`src/rtl/shifter_pkg.sv`:
```
// Shared definitions for the sequential shifter: operation encodings and FSM states.
package shifter_pkg;

    typedef enum logic [2:0] {
        MODE_PASS = 3'b000,
        MODE_LSL  = 3'b001,
        MODE_LSR  = 3'b010,
        MODE_ASR  = 3'b011,
        MODE_ROR  = 3'b100
    } mode_e;

    typedef enum logic [1:0] {
        IDLE  = 2'd0,
        SHIFT = 2'd1,
        DONE  = 2'd2
    } state_e;

    // Encodings 101-111 behave as pass, so only these four ever enter SHIFT.
    function automatic logic is_shift_mode(input logic [2:0] m);
        return (m == MODE_LSL) || (m == MODE_LSR) || (m == MODE_ASR) || (m == MODE_ROR);
    endfunction

endpackage

```
`src/rtl/shift_step.sv`:
```
// Combinational single step: shifts data by n positions under the given mode.
module shift_step
    import shifter_pkg::*;
#(
    parameter int K = 16
) (
    input  logic [K-1:0]         data,
    input  logic [2:0]           mode,
    input  logic [$clog2(K)-1:0] n,
    output logic [K-1:0]         result
);

    // NOTE: every output of a combinational block gets a value on every path, otherwise a latch is inferred.
    always_comb begin
        result = data;
        case (mode)
            MODE_LSL: result = data << n;
            MODE_LSR: result = data >> n;
            MODE_ASR: result = $signed(data) >>> n;
            MODE_ROR: result = (data >> n) | (data << (K - int'(n)));
            default:  result = data;
        endcase
    end

endmodule

```
`src/rtl/seq_shifter.sv`:
```
// Multi-cycle barrel-less shifter: moves at most STEP bit positions per clock
// until the captured shift distance is consumed, then pulses done for one cycle.
module seq_shifter
    import shifter_pkg::*;
#(
    parameter int K    = 16,
    parameter int STEP = 1
) (
    input  logic                 clk,
    input  logic                 reset_n,
    input  logic                 start,
    input  logic                 abort,
    input  logic [K-1:0]         in,
    input  logic [2:0]           mode,
    input  logic [$clog2(K)-1:0] amt,
    output logic [K-1:0]         out,
    output logic                 busy,
    output logic                 done
);

    localparam int AW = $clog2(K);
    localparam logic [AW-1:0] STEP_W = AW'(STEP);

    generate
        if ((K < 4) || ((K & (K - 1)) != 0) || (STEP < 1) || (STEP > K - 1)) begin : g_bad_params
            $error("seq_shifter: K must be a power of two >= 4 and STEP within 1..K-1");
        end
    endgenerate

    state_e          r_state;
    state_e          w_next;
    logic [K-1:0]    r_out;
    logic [AW-1:0]   r_rem;
    logic [2:0]      r_mode;
    logic [AW-1:0]   w_n;
    logic [AW-1:0]   w_rem_next;
    logic [K-1:0]    w_step;
    logic            w_accept;

    // abort outranks a simultaneous start.
    assign w_accept   = (r_state == IDLE) && start && !abort;
    assign w_n        = (r_rem > STEP_W) ? STEP_W : r_rem;
    assign w_rem_next = r_rem - w_n;

    shift_step #(.K(K)) u_step (
        .data   (r_out),
        .mode   (r_mode),
        .n      (w_n),
        .result (w_step)
    );

    // NOTE: sequential state uses non-blocking assignments so every register samples pre-edge values.
    always_ff @(posedge clk or negedge reset_n) begin
        if (!reset_n) r_state <= IDLE;
        else          r_state <= w_next;
    end

    always_comb begin
        w_next = r_state;
        case (r_state)
            IDLE: begin
                if (w_accept)
                    w_next = (is_shift_mode(mode) && (amt != '0)) ? SHIFT : DONE;
            end
            SHIFT: begin
                if (abort)                   w_next = IDLE;
                else if (w_rem_next == '0)   w_next = DONE;
            end
            DONE:    w_next = IDLE;
            default: w_next = IDLE;
        endcase
    end

    always_ff @(posedge clk or negedge reset_n) begin
        if (!reset_n) begin
            r_out  <= '0;
            r_rem  <= '0;
            r_mode <= MODE_PASS;
        end else if (w_accept) begin
            r_out  <= in;
            r_rem  <= amt;
            r_mode <= mode;
        end else if ((r_state == SHIFT) && !abort) begin
            r_out  <= w_step;
            r_rem  <= w_rem_next;
        end
    end

    assign out  = r_out;
    assign busy = (r_state != IDLE);
    assign done = (r_state == DONE);

endmodule

```
`config.mk`:
```
export PLATFORM = sky130hd
export DESIGN_NAME = seq_shifter
export DESIGN_NICKNAME = d
export VERILOG_FILES = /design/src/rtl/shifter_pkg.sv /design/src/rtl/shift_step.sv /design/src/rtl/seq_shifter.sv
export SDC_FILE = /design/constraint.sdc
export NUM_CORES = 1
export LEC_CHECK = 0
export ABC_AREA = 1
export BUFFER_PORTS_ARGS = -buffer_cell sky130_fd_sc_hd__buf_2
export CAP_MARGIN = 20
export CORE_MARGIN = 2
export CORE_UTILIZATION = 40
export DETAILED_ROUTE_END_ITERATION = 16
export PLACE_DENSITY = 0.66
export SETUP_SLACK_MARGIN = 0.2
export SYNTH_ARGS = -nofsm -noshare
export SYNTH_HDL_FRONTEND = slang
export SYNTH_SLANG_ARGS = --single-unit
```
`constraint.sdc`:
```
create_clock -name clk -period 4.4 [get_ports clk]
set_input_delay 1.1 -clock clk [delete_from_list [all_inputs] [get_ports clk]]
set_output_delay 1.1 -clock clk [all_outputs]
set_load 0.005 [all_outputs]
```
==> results of run 1 <==
layer usage:
metal,GRT usage [%],share of wire [%]
met5,0,0
met4,7.80,2.3
met3,2.38,6.4
met2,31.9,45
met1,29.0,46
cell usage after synthesis:
cell type | count | area (µm²)
a21o_1 | 1 | 7.51
a21oi_1 | 19 | 95.1
a31oi_1 | 2 | 12.5
buf_2 | 10 | 50.1
buf_6 | 2 | 22.5
clkbuf_1 | 1 | 3.75
clkinv_1 | 1 | 3.75
clkinv_2 | 1 | 5.00
conb_1 | 1 | 3.75
dfrtp_1 | 25 | 626
ha_1 | 3 | 37.5
inv_1 | 27 | 101
inv_2 | 5 | 18.8
nand2_1 | 119 | 447
nand2_2 | 1 | 6.26
nand2_4 | 1 | 11.3
nand3_1 | 36 | 180
nor2_1 | 37 | 139
nor2_2 | 2 | 12.5
nor2_4 | 2 | 22.5
nor3_2 | 1 | 10.0
o211ai_1 | 4 | 30.0
o21ai_0 | 22 | 110
o21ai_1 | 7 | 35.0
o21ai_2 | 2 | 17.5
o22ai_1 | 4 | 25.0
o31ai_1 | 1 | 7.51
or3_1 | 1 | 6.26
xor2_1 | 2 | 17.5
registers in the layout (all words and copies together) (netlist names):
register  flops
r_rem         4
out          16
r_state       2
r_mode        3
layout make-up:
cell class	instances	area [µm²]
clock buffers	3	41.3
clock inverters	1	5.00
fillers	542	2690
inverters	34	129
multi-input cells	268	1230
flip-flops and latches	25	626
well taps	70	87.6
repair buffers	45	228
worst register-to-register path: cells and delay by family (launching register included):
family | cells | cell delay (ns)
AO/OA/AOI/OAI | 1 | 0.14
AND/OR/NAND/NOR | 9 | 1.00
flip-flops | 1 | 0.47
buffers and inverters | 2 | 0.50
adder cells (fa/ha/maj) | 1 | 0.49
metrics by stage:
stage / area, µm² / instances
2_1_floorplan: 2060 / 340
3_3_place_gp: 2300 / 442
3_5_place_dp: 2300 / 442
4_1_cts: 2350 / 446
5_1_grt: 2350 / 446
6_report: 2350 / 446
final timing paths:
path / startpoint / to / slack, ns / cells past startpoint
worst max-delay path: r_rem[2] / out[6] / 1.70 / 13
max in group asynchronous: reset_n / out[7] / 3.19 / 1
min in group asynchronous: reset_n / r_state[0] / 0.82 / 1
worst min-delay path: out[11] / out[11] / 0.51 / 2
worst max register to register: r_rem[2] / out[6] / 1.70 / 13
worst min register to register: out[11] / out[11] / 0.51 / 2
where the power goes:
part	internal (W)	total, W	switching [W]
registers	0.000335	0.000442	0.000106
logic	0.000415	0.00120	0.000783
clock network	0.0000637	0.000147	0.0000833
total	0.000814	0.00179	0.000972
cells by family after synthesis:
logic type / after synthesis
compound gates: 62
other cells: 1
fa+ha+maj: 3
simple gates: 200
xor+xnor: 2
buf+inv: 47
flops: 25
==> results.yml, run 1 <==
cts:
  cts_root_buf: "clkbuf_8"
  post-cts-setup-buffer-count: 0
  clk_latency_ns: 0.28
  cts-buffers-inserted: 3
  cts.hold.buffers_added: 0
  path_clk_slew_ns: 0.10
  cts_tree: "done"
  cts_sinks: 25
  cts_resized: 0
  cts_buffer_depth: 2
  ctsHtreeMaxLevel: 1
route:
  wire_per_inst_um: 12.5
  ant_nets: 0
  dr.first_iter.drc_count: 150
  firstDrtPassIters: 4
  via_count: 2248
  drc: 0
  wl_mm: 5.59
  viasPerCell: 5.04
sta:
  drv_slew: 0
  fin_tns_setup_ns: 0
  period_minus_slack_ns: 2.70
  grt_setup_unrepaired: "no"
  finalWorstSetupSlack_ns: 1.70
  finalHoldViolCount: 0
  fin_crit_sh_pct: 61.4
  timing.hold.ws_ns: 0.514
  setup-violations-final: 0
  worst_pin_slew_ns: 0.819
  skew_ns: 0.00183
  max_clock_freq_ghz: 0.370
  relSlewSlack_pct: 45.4
synth:
  synthSimpleGateAreaFrac_pct: 40.4
  synth_top_family_by_area: "simple AND/OR/NAND/NOR gates"
  synth.cell_area_um2: 2060
  synth-seq-cells: 25
  synth_compound_area_share_pct: 16.5
  syn_inst: 340
  yosysWarnings: 0
  post_synth_xor_area_fraction_pct: 0.848
  avgSynthCellArea_um2: 6.07
  synth-adder-area-share_pct: 1.82
  syn_nets: 370
  synthDistinctLibCells: 29
  muxShareOfSynthArea_pct: 0
  yosysSeqAreaShare_pct: 30.3
power:
  p_per_area_nw_per_um2: 760
  max-vdd-ir-drop_v: 0.000270
  total_power_w: 0.00179
  p_leak_nw: 1.29
floorplan:
  initial_utilization_pct: 40.9
  die-height_um: 75.8
  rows: 26
  core_area_um2: 5040
  io_pins: 45
  dieArea_um2: 5750
  die_x_um: 75.8
critical_path:
  setup.worst_path.class: "reg2reg"
  startpoint_type: "register"
  critPathCaptureType: "register"
  max_stage_delay_ns: 0.49
  worst-path-max-fanout: 35
  path_cells: "nor2_4 > nand2_4 > inv_2 > ha_1 > clkinv_1 > nand3_1 > o21ai_0 > nand2_1 > nand2_1 > nand2_1 > nand2_1 > nand2_1 > nand2_1"
  cp.arrival_ns: 2.88
  cp_data_required_time_ns: 4.58
  cp.buffers_inverters: 2
  critPathMostFrequentCell: "nand2_1"
  cpLargestDelayFamily: "simple AND/OR/NAND/NOR gates"
  worst_path_max_delay_cell: "ha_1"
global_routing:
  grt_max_degree: 36
  grt_usage_pct: 20.5
  grt_pass1_vias: 1999
  grt_pass1_wl_mm: 9.11
  overflow: 0
  antenna_found_initial: 0
layout:
  drive_gt1_share_pct: 17.0
  n_antenna_cell: 0
  syn2layout_area_growth_pct: 13.8
  fin_nets: 407
  most-common-layout-cells: "nand2_1, buf_2, nor2_1, nand3_1, inv_1"
  final_common_cell: "nand2_1"
  final_util_pct: 46.6
place:
  dpl.hpwl_mm: 4.05
  numPortBuffers: 44
  dp_slack_ns: 1.43
  gp_congestion: 0.901
flow_run:
  max_cap_viol_count: 0
status:
  status: "finished, final reports clean"
hold_path:
  min_path_type: "reg2reg"
(Power assumes the default switching activity.)
==> run 2, diff against run 1 <==
--- a/config.mk
+++ b/config.mk
@@ -5,13 +5,13 @@
 export SDC_FILE = /design/constraint.sdc
 export NUM_CORES = 1
 export LEC_CHECK = 0
-export ABC_AREA = 1
+export ABC_AREA = 0
 export BUFFER_PORTS_ARGS = -buffer_cell sky130_fd_sc_hd__buf_2
 export CAP_MARGIN = 20
 export CORE_MARGIN = 2
 export CORE_UTILIZATION = 40
 export DETAILED_ROUTE_END_ITERATION = 16
-export PLACE_DENSITY = 0.66
+export PLACE_DENSITY = 0.67
 export SETUP_SLACK_MARGIN = 0.2
 export SYNTH_ARGS = -nofsm -noshare
 export SYNTH_HDL_FRONTEND = slang
==> constraint.sdc (replaced) <==
create_clock -name clk -period 2.6 [get_ports clk]
set_input_delay 0.65 -clock clk [delete_from_list [all_inputs] [get_ports clk]]
set_output_delay 0.65 -clock clk [all_outputs]
set_load 0.005 [all_outputs]
==> results.yml, run 2 <==
sta:
  grt_setup_unrepaired: "no"
  fin_crit_sh_pct: 88.0
  setup-violations-final: 0
  drv_slew: 0
  timing.hold.ws_ns: 0.350
  finalHoldViolCount: 0
  period_minus_slack_ns: 2.29
  max_clock_freq_ghz: 0.437
  skew_ns: 0.00941
  relSlewSlack_pct: 43.1
  worst_pin_slew_ns: 0.853
  finalWorstSetupSlack_ns: 0.313
  fin_tns_setup_ns: 0
layout:
  n_antenna_cell: 0
  drive_gt1_share_pct: 26.9
  fin_area_um2: 2170
  largest_reg_flops: 16
  final_common_cell: "nand2_1"
  fin_nets: 302
  fin_cells: 323
  syn2layout_area_growth_pct: 19.3
  fillers: 429
  most-common-layout-cells: "nand2_1, buf_2, dfrtp_1, o21ai_0, a21oi_1"
synth:
  syn_inst: 228
  synth_edf_count: 0
  synth.top_cells.by_count: "nand2_1, dfrtp_1, o21ai_0"
  yosysMostFrequentCell: "nand2_1"
  yosysSeqAreaShare_pct: 34.4
  synth_top_area_cell: "dfrtp_1"
  ys_top_cells_by_area: "dfrtp_1, nand2_1, o21ai_0"
  synth_top_cell_area_share_pct: 34.4
  synth-seq-cells: 25
  synth.cell_area_um2: 1820
  async_flop_share_pct: 100
  synthFlopType: "dfrtp_1"
  avgSynthCellArea_um2: 7.98
  syn_nets: 258
  yosysWarnings: 0
  synthDistinctLibCells: 47
place:
  placed_area_um2: 2100
  numPortBuffers: 44
  dpl.hpwl_mm: 3.49
  gp_congestion: 0.931
  dp_cells: 319
  dp_slack_ns: 0.261
power:
  max-vdd-ir-drop_v: 0.000335
  p_clk_share_pct: 10.2
  internal_power_w: 0.00128
  power_frac_comb_pct: 54.3
  p_per_area_nw_per_um2: 1120
  switching_power_w: 0.00115
  p_leak_nw: 0.993
  sw_frac_of_total_pct: 47.5
  power.share.sequential_pct: 35.4
cts:
  clk_latency_ns: 0.28
  ctsHtreeMaxLevel: 1
  cts_sinks: 25
  cts_tree: "done"
  path_clk_slew_ns: 0.10
  cts-buffers-inserted: 3
  cts_root_buf: "clkbuf_8"
  cts_buffer_depth: 2
status:
  status: "finished, final reports clean"
floorplan:
  die_x_um: 71.4
  core_area_um2: 4350
  initial_utilization_pct: 41.8
  dieArea_um2: 5100
  rows: 24
  io_pins: 45
  die-height_um: 71.4
route:
  via_count: 1879
  wl_mm: 4.99
  ant_nets: 0
  firstDrtPassIters: 4
  dr.first_iter.drc_count: 195
  drc: 0
  wire_per_inst_um: 15.4
  viasPerCell: 5.82
global_routing:
  grt_pass1_wl_mm: 8.36
  grt_usage_pct: 20.3
  grt_pass1_vias: 1764
  antenna_found_initial: 0
  overflow: 0
  grt_max_degree: 26
critical_path:
  cp.arrival_ns: 2.45
  cp_data_required_time_ns: 2.77
  critPathCaptureType: "register"
  worst-path-max-fanout: 16
  setup.worst_path.class: "reg2reg"
  startpoint_type: "register"
flow_run:
  max_cap_viol_count: 0
hold_path:
  min_path_type: "in2async"
run 2: worst paths after layout:
kind,from,end,slack (ns),cells after the start
max,r_rem[2],out[10],0.31,8
min,reset_n,out[14],0.35,1
max reg2reg,r_rem[2],out[10],0.31,8
min reg2reg,out[10],out[10],0.57,2
max in group asynchronous,reset_n,out[4],1.86,1
min in group clk,out[10],out[10],0.57,2
run 2: worst max-delay path, cell delays in order, from the launching register on:
cell	delay (ns)
dfrtp_1	0.45
or4_4	0.56
inv_4	0.17
ha_4	0.16
nor4b_1	0.04
buf_4	0.16
and3_1	0.21
a221oi_1	0.30
o21ai_1	0.12
run 2: cells by family after synthesis:
kind of cell	after synthesis	share of synthesized area, %
XOR/XNOR	2	0.963
flip-flops	25	34.4
AND/OR/NAND/NOR	99	27.0
other	1	0.206
AO/OA/AOI/OAI	69	23.0
adder cells (fa/ha/maj)	3	2.06
buffers and inverters	17	4.81
multiplexers	12	7.57
run 2: cell type report:
cell class | instances | area (µm²) | share of cell area [%]
multi-input cells | 186 | 1140 | 52.4
clock buffers | 3 | 41.3 | 1.90
well taps | 52 | 65.1 | 3.00
flip-flops and latches | 25 | 626 | 28.8
clock inverters | 1 | 7.51 | 0.346
repair buffers | 51 | 273 | 12.6
inverters | 5 | 21.3 | 0.980
run 2: through the flow:
step	util, %	total power [W]
4_1_cts	49.3	0.00239
3_3_place_gp	48.2	0.00212
5_1_grt	49.9	0.00265
3_5_place_dp	48.2	0.00214
2_1_floorplan	-	0.00175
6_report	49.9	0.00243
run 2: what timing repair did:
action,in CTS,in global routing
gates resized for setup,0,5
endpoints found under the setup margin,0,9
hold buffers,0,0
buffers inserted,0,0
run 2: metal layers:
| metal | track usage, % | routed length (µm) | vias to the layer above |
|---|---|---|---|
| met4 | 6.50 | 70 | 0 |
| met1 | 29.5 | 2330 | 893 |
| li1 | - | - | 914 |
| met2 | 31.6 | 2270 | 64 |
| met3 | 2.25 | 313 | 8 |
| met5 | 0 | 0 | - |
run 2: power groups by stage:
stage	combinational [W]	sequential, W	clock (W)
after floorplan	0.000978	0.000771	0
after global placement	0.00126	0.000859	0
after detailed placement	0.00128	0.000857	0
after CTS	0.00129	0.000848	0.000252
after global routing	0.00149	0.000898	0.000268
final	0.00132	0.000862	0.000249
==> run 3, diff against run 2 <==
==> constraint.sdc (replaced) <==
create_clock -name clk -period 2.82 [get_ports clk]
set_input_delay 0.705 -clock clk [delete_from_list [all_inputs] [get_ports clk]]
set_output_delay 0.705 -clock clk [all_outputs]
set_load 0.005 [all_outputs]
==> results.yml, run 3 (synthesis gave the netlist of run 2 again) <==
cts:
  cts.hold.buffers_added: 0
  post-cts-setup-buffer-count: 0
  cts_sinks: 25
  cts-buffers-inserted: 3
  ctsHtreeMaxLevel: 1
  cts_tree: "done"
  clk_latency_ns: 0.28
  path_clk_slew_ns: 0.09
  cts_resized: 0
  cts_root_buf: "clkbuf_8"
  cts_buffer_depth: 2
route:
  firstDrtPassIters: 4
  dr.first_iter.drc_count: 187
  drc: 0
  viasPerCell: 5.72
  via_count: 1854
  ant_nets: 0
  wire_per_inst_um: 16.1
  wl_mm: 5.20
power:
  max-vdd-ir-drop_v: 0.000304
  p_leak_nw: 0.996
  p_per_area_nw_per_um2: 1030
sta:
  drv_slew: 0
  max_clock_freq_ghz: 0.413
  relSlewSlack_pct: 42.9
  setup-violations-final: 0
  period_minus_slack_ns: 2.42
  fin_crit_sh_pct: 85.8
  fin_tns_setup_ns: 0
  finalHoldViolCount: 0
  grt_setup_unrepaired: "no"
  skew_ns: 0.00557
  finalWorstSetupSlack_ns: 0.400
  worst_pin_slew_ns: 0.857
place:
  dpl.hpwl_mm: 3.66
  numPortBuffers: 44
  dp_slack_ns: 0.465
  gp_congestion: 0.905
critical_path:
  critPathCaptureType: "register"
  worst-path-max-fanout: 23
  cp_data_required_time_ns: 2.99
  cp.arrival_ns: 2.59
  startpoint_type: "register"
  setup.worst_path.class: "reg2reg"
floorplan:
  io_pins: 45
  core_area_um2: 4350
  initial_utilization_pct: 41.8
  rows: 24
  die_x_um: 71.4
  die-height_um: 71.4
  dieArea_um2: 5100
layout:
  n_antenna_cell: 0
  drive_gt1_share_pct: 26.1
  final_common_cell: "nand2_1"
  most-common-layout-cells: "nand2_1, buf_2, dfrtp_1, o21ai_0, a21oi_1"
  fillers: 443
  syn2layout_area_growth_pct: 18.3
  fin_nets: 303
  largest_reg_flops: 16
global_routing:
  grt_usage_pct: 21.2
  grt_max_degree: 26
  grt_pass1_wl_mm: 8.65
  overflow: 0
  antenna_found_initial: 0
  grt_pass1_vias: 1760
flow_run:
  max_cap_viol_count: 0
status:
  status: "finished, final reports clean"
hold_path:
  min_path_type: "in2async"
-- run 3: cell count changes in the layout (fill, tap and decap cells not counted) --
cell | previous run | this run
clkinv_2 | 0 | 2
a221oi_1 | 2 | 3
a221oi_2 | 1 | 0
buf_4 | 7 | 8
clkinvlp_4 | 1 | 0
ha_1 | 2 | 3
ha_4 | 1 | 0
inv_4 | 1 | 0
or4b_1 | 0 | 1
or4b_4 | 1 | 0
-- run 3: layout make-up --
| type | instances | area [µm²] | area share [%] |
|---|---|---|---|
| multi-input cells | 186 | 1110 | 51.8 |
| flip-flops and latches | 25 | 626 | 29.1 |
| repair buffers | 52 | 280 | 13.0 |
| well taps | 52 | 65.1 | 3.02 |
| clock buffers | 3 | 41.3 | 1.92 |
| inverters | 5 | 20.0 | 0.930 |
| clock inverters | 1 | 5.00 | 0.233 |
-- run 3: path summary, 6_finish.rpt --
kind	from	to	slack, ns	cells past startpoint
max	r_rem[2]	out[10]	0.40	6
min	reset_n	out[15]	0.40	1
min in group clk	out[10]	out[10]	0.56	2
max in group asynchronous	reset_n	out[12]	2.01	1
min reg2reg	out[10]	out[10]	0.56	2
max reg2reg	r_rem[2]	out[10]	0.40	6
-- run 3: metal layers --
layer / global-route usage, % / part of all wire, % / vias to the layer above
li1: - / - / 922
met1: 29.1 / 46 / 862
met2: 34.5 / 46 / 62
met3: 2.53 / 6.4 / 8
met4: 7.55 / 1.6 / 0
met5: 0 / 0 / -
-- run 3: through the flow --
step / area [µm²] / power, W / utilization, % / cells / hold slack, ns
final: 2150 / 0.00222 / 49.4 / 324 / 0.404
after global routing: 2150 / 0.00241 / 49.4 / 324 / 0.467
after CTS: 2150 / 0.00222 / 49.4 / 324 / 0.437
after detailed placement: 2110 / 0.00199 / 48.4 / 320 / 0.538
after global placement: 2110 / 0.00196 / 48.4 / 320 / 0.527
after floorplan: 1820 / 0.00161 / - / 228 / 0.409
-- run 3: power by group --
group          internal (W)  total (W)  switching, W
Clock             0.0000995   0.000226      0.000126
Sequential         0.000517   0.000798      0.000281
Combinational      0.000539    0.00120      0.000658
Total               0.00116    0.00222       0.00107
-- run 3: worst max-delay path: stages, from the launching register on --
cell	delay, ns
dfrtp_1	0.45
or4_4	0.69
clkinv_2	0.10
ha_1	0.39
and3_1	0.26
a221oi_1	0.29
o21ai_1	0.11
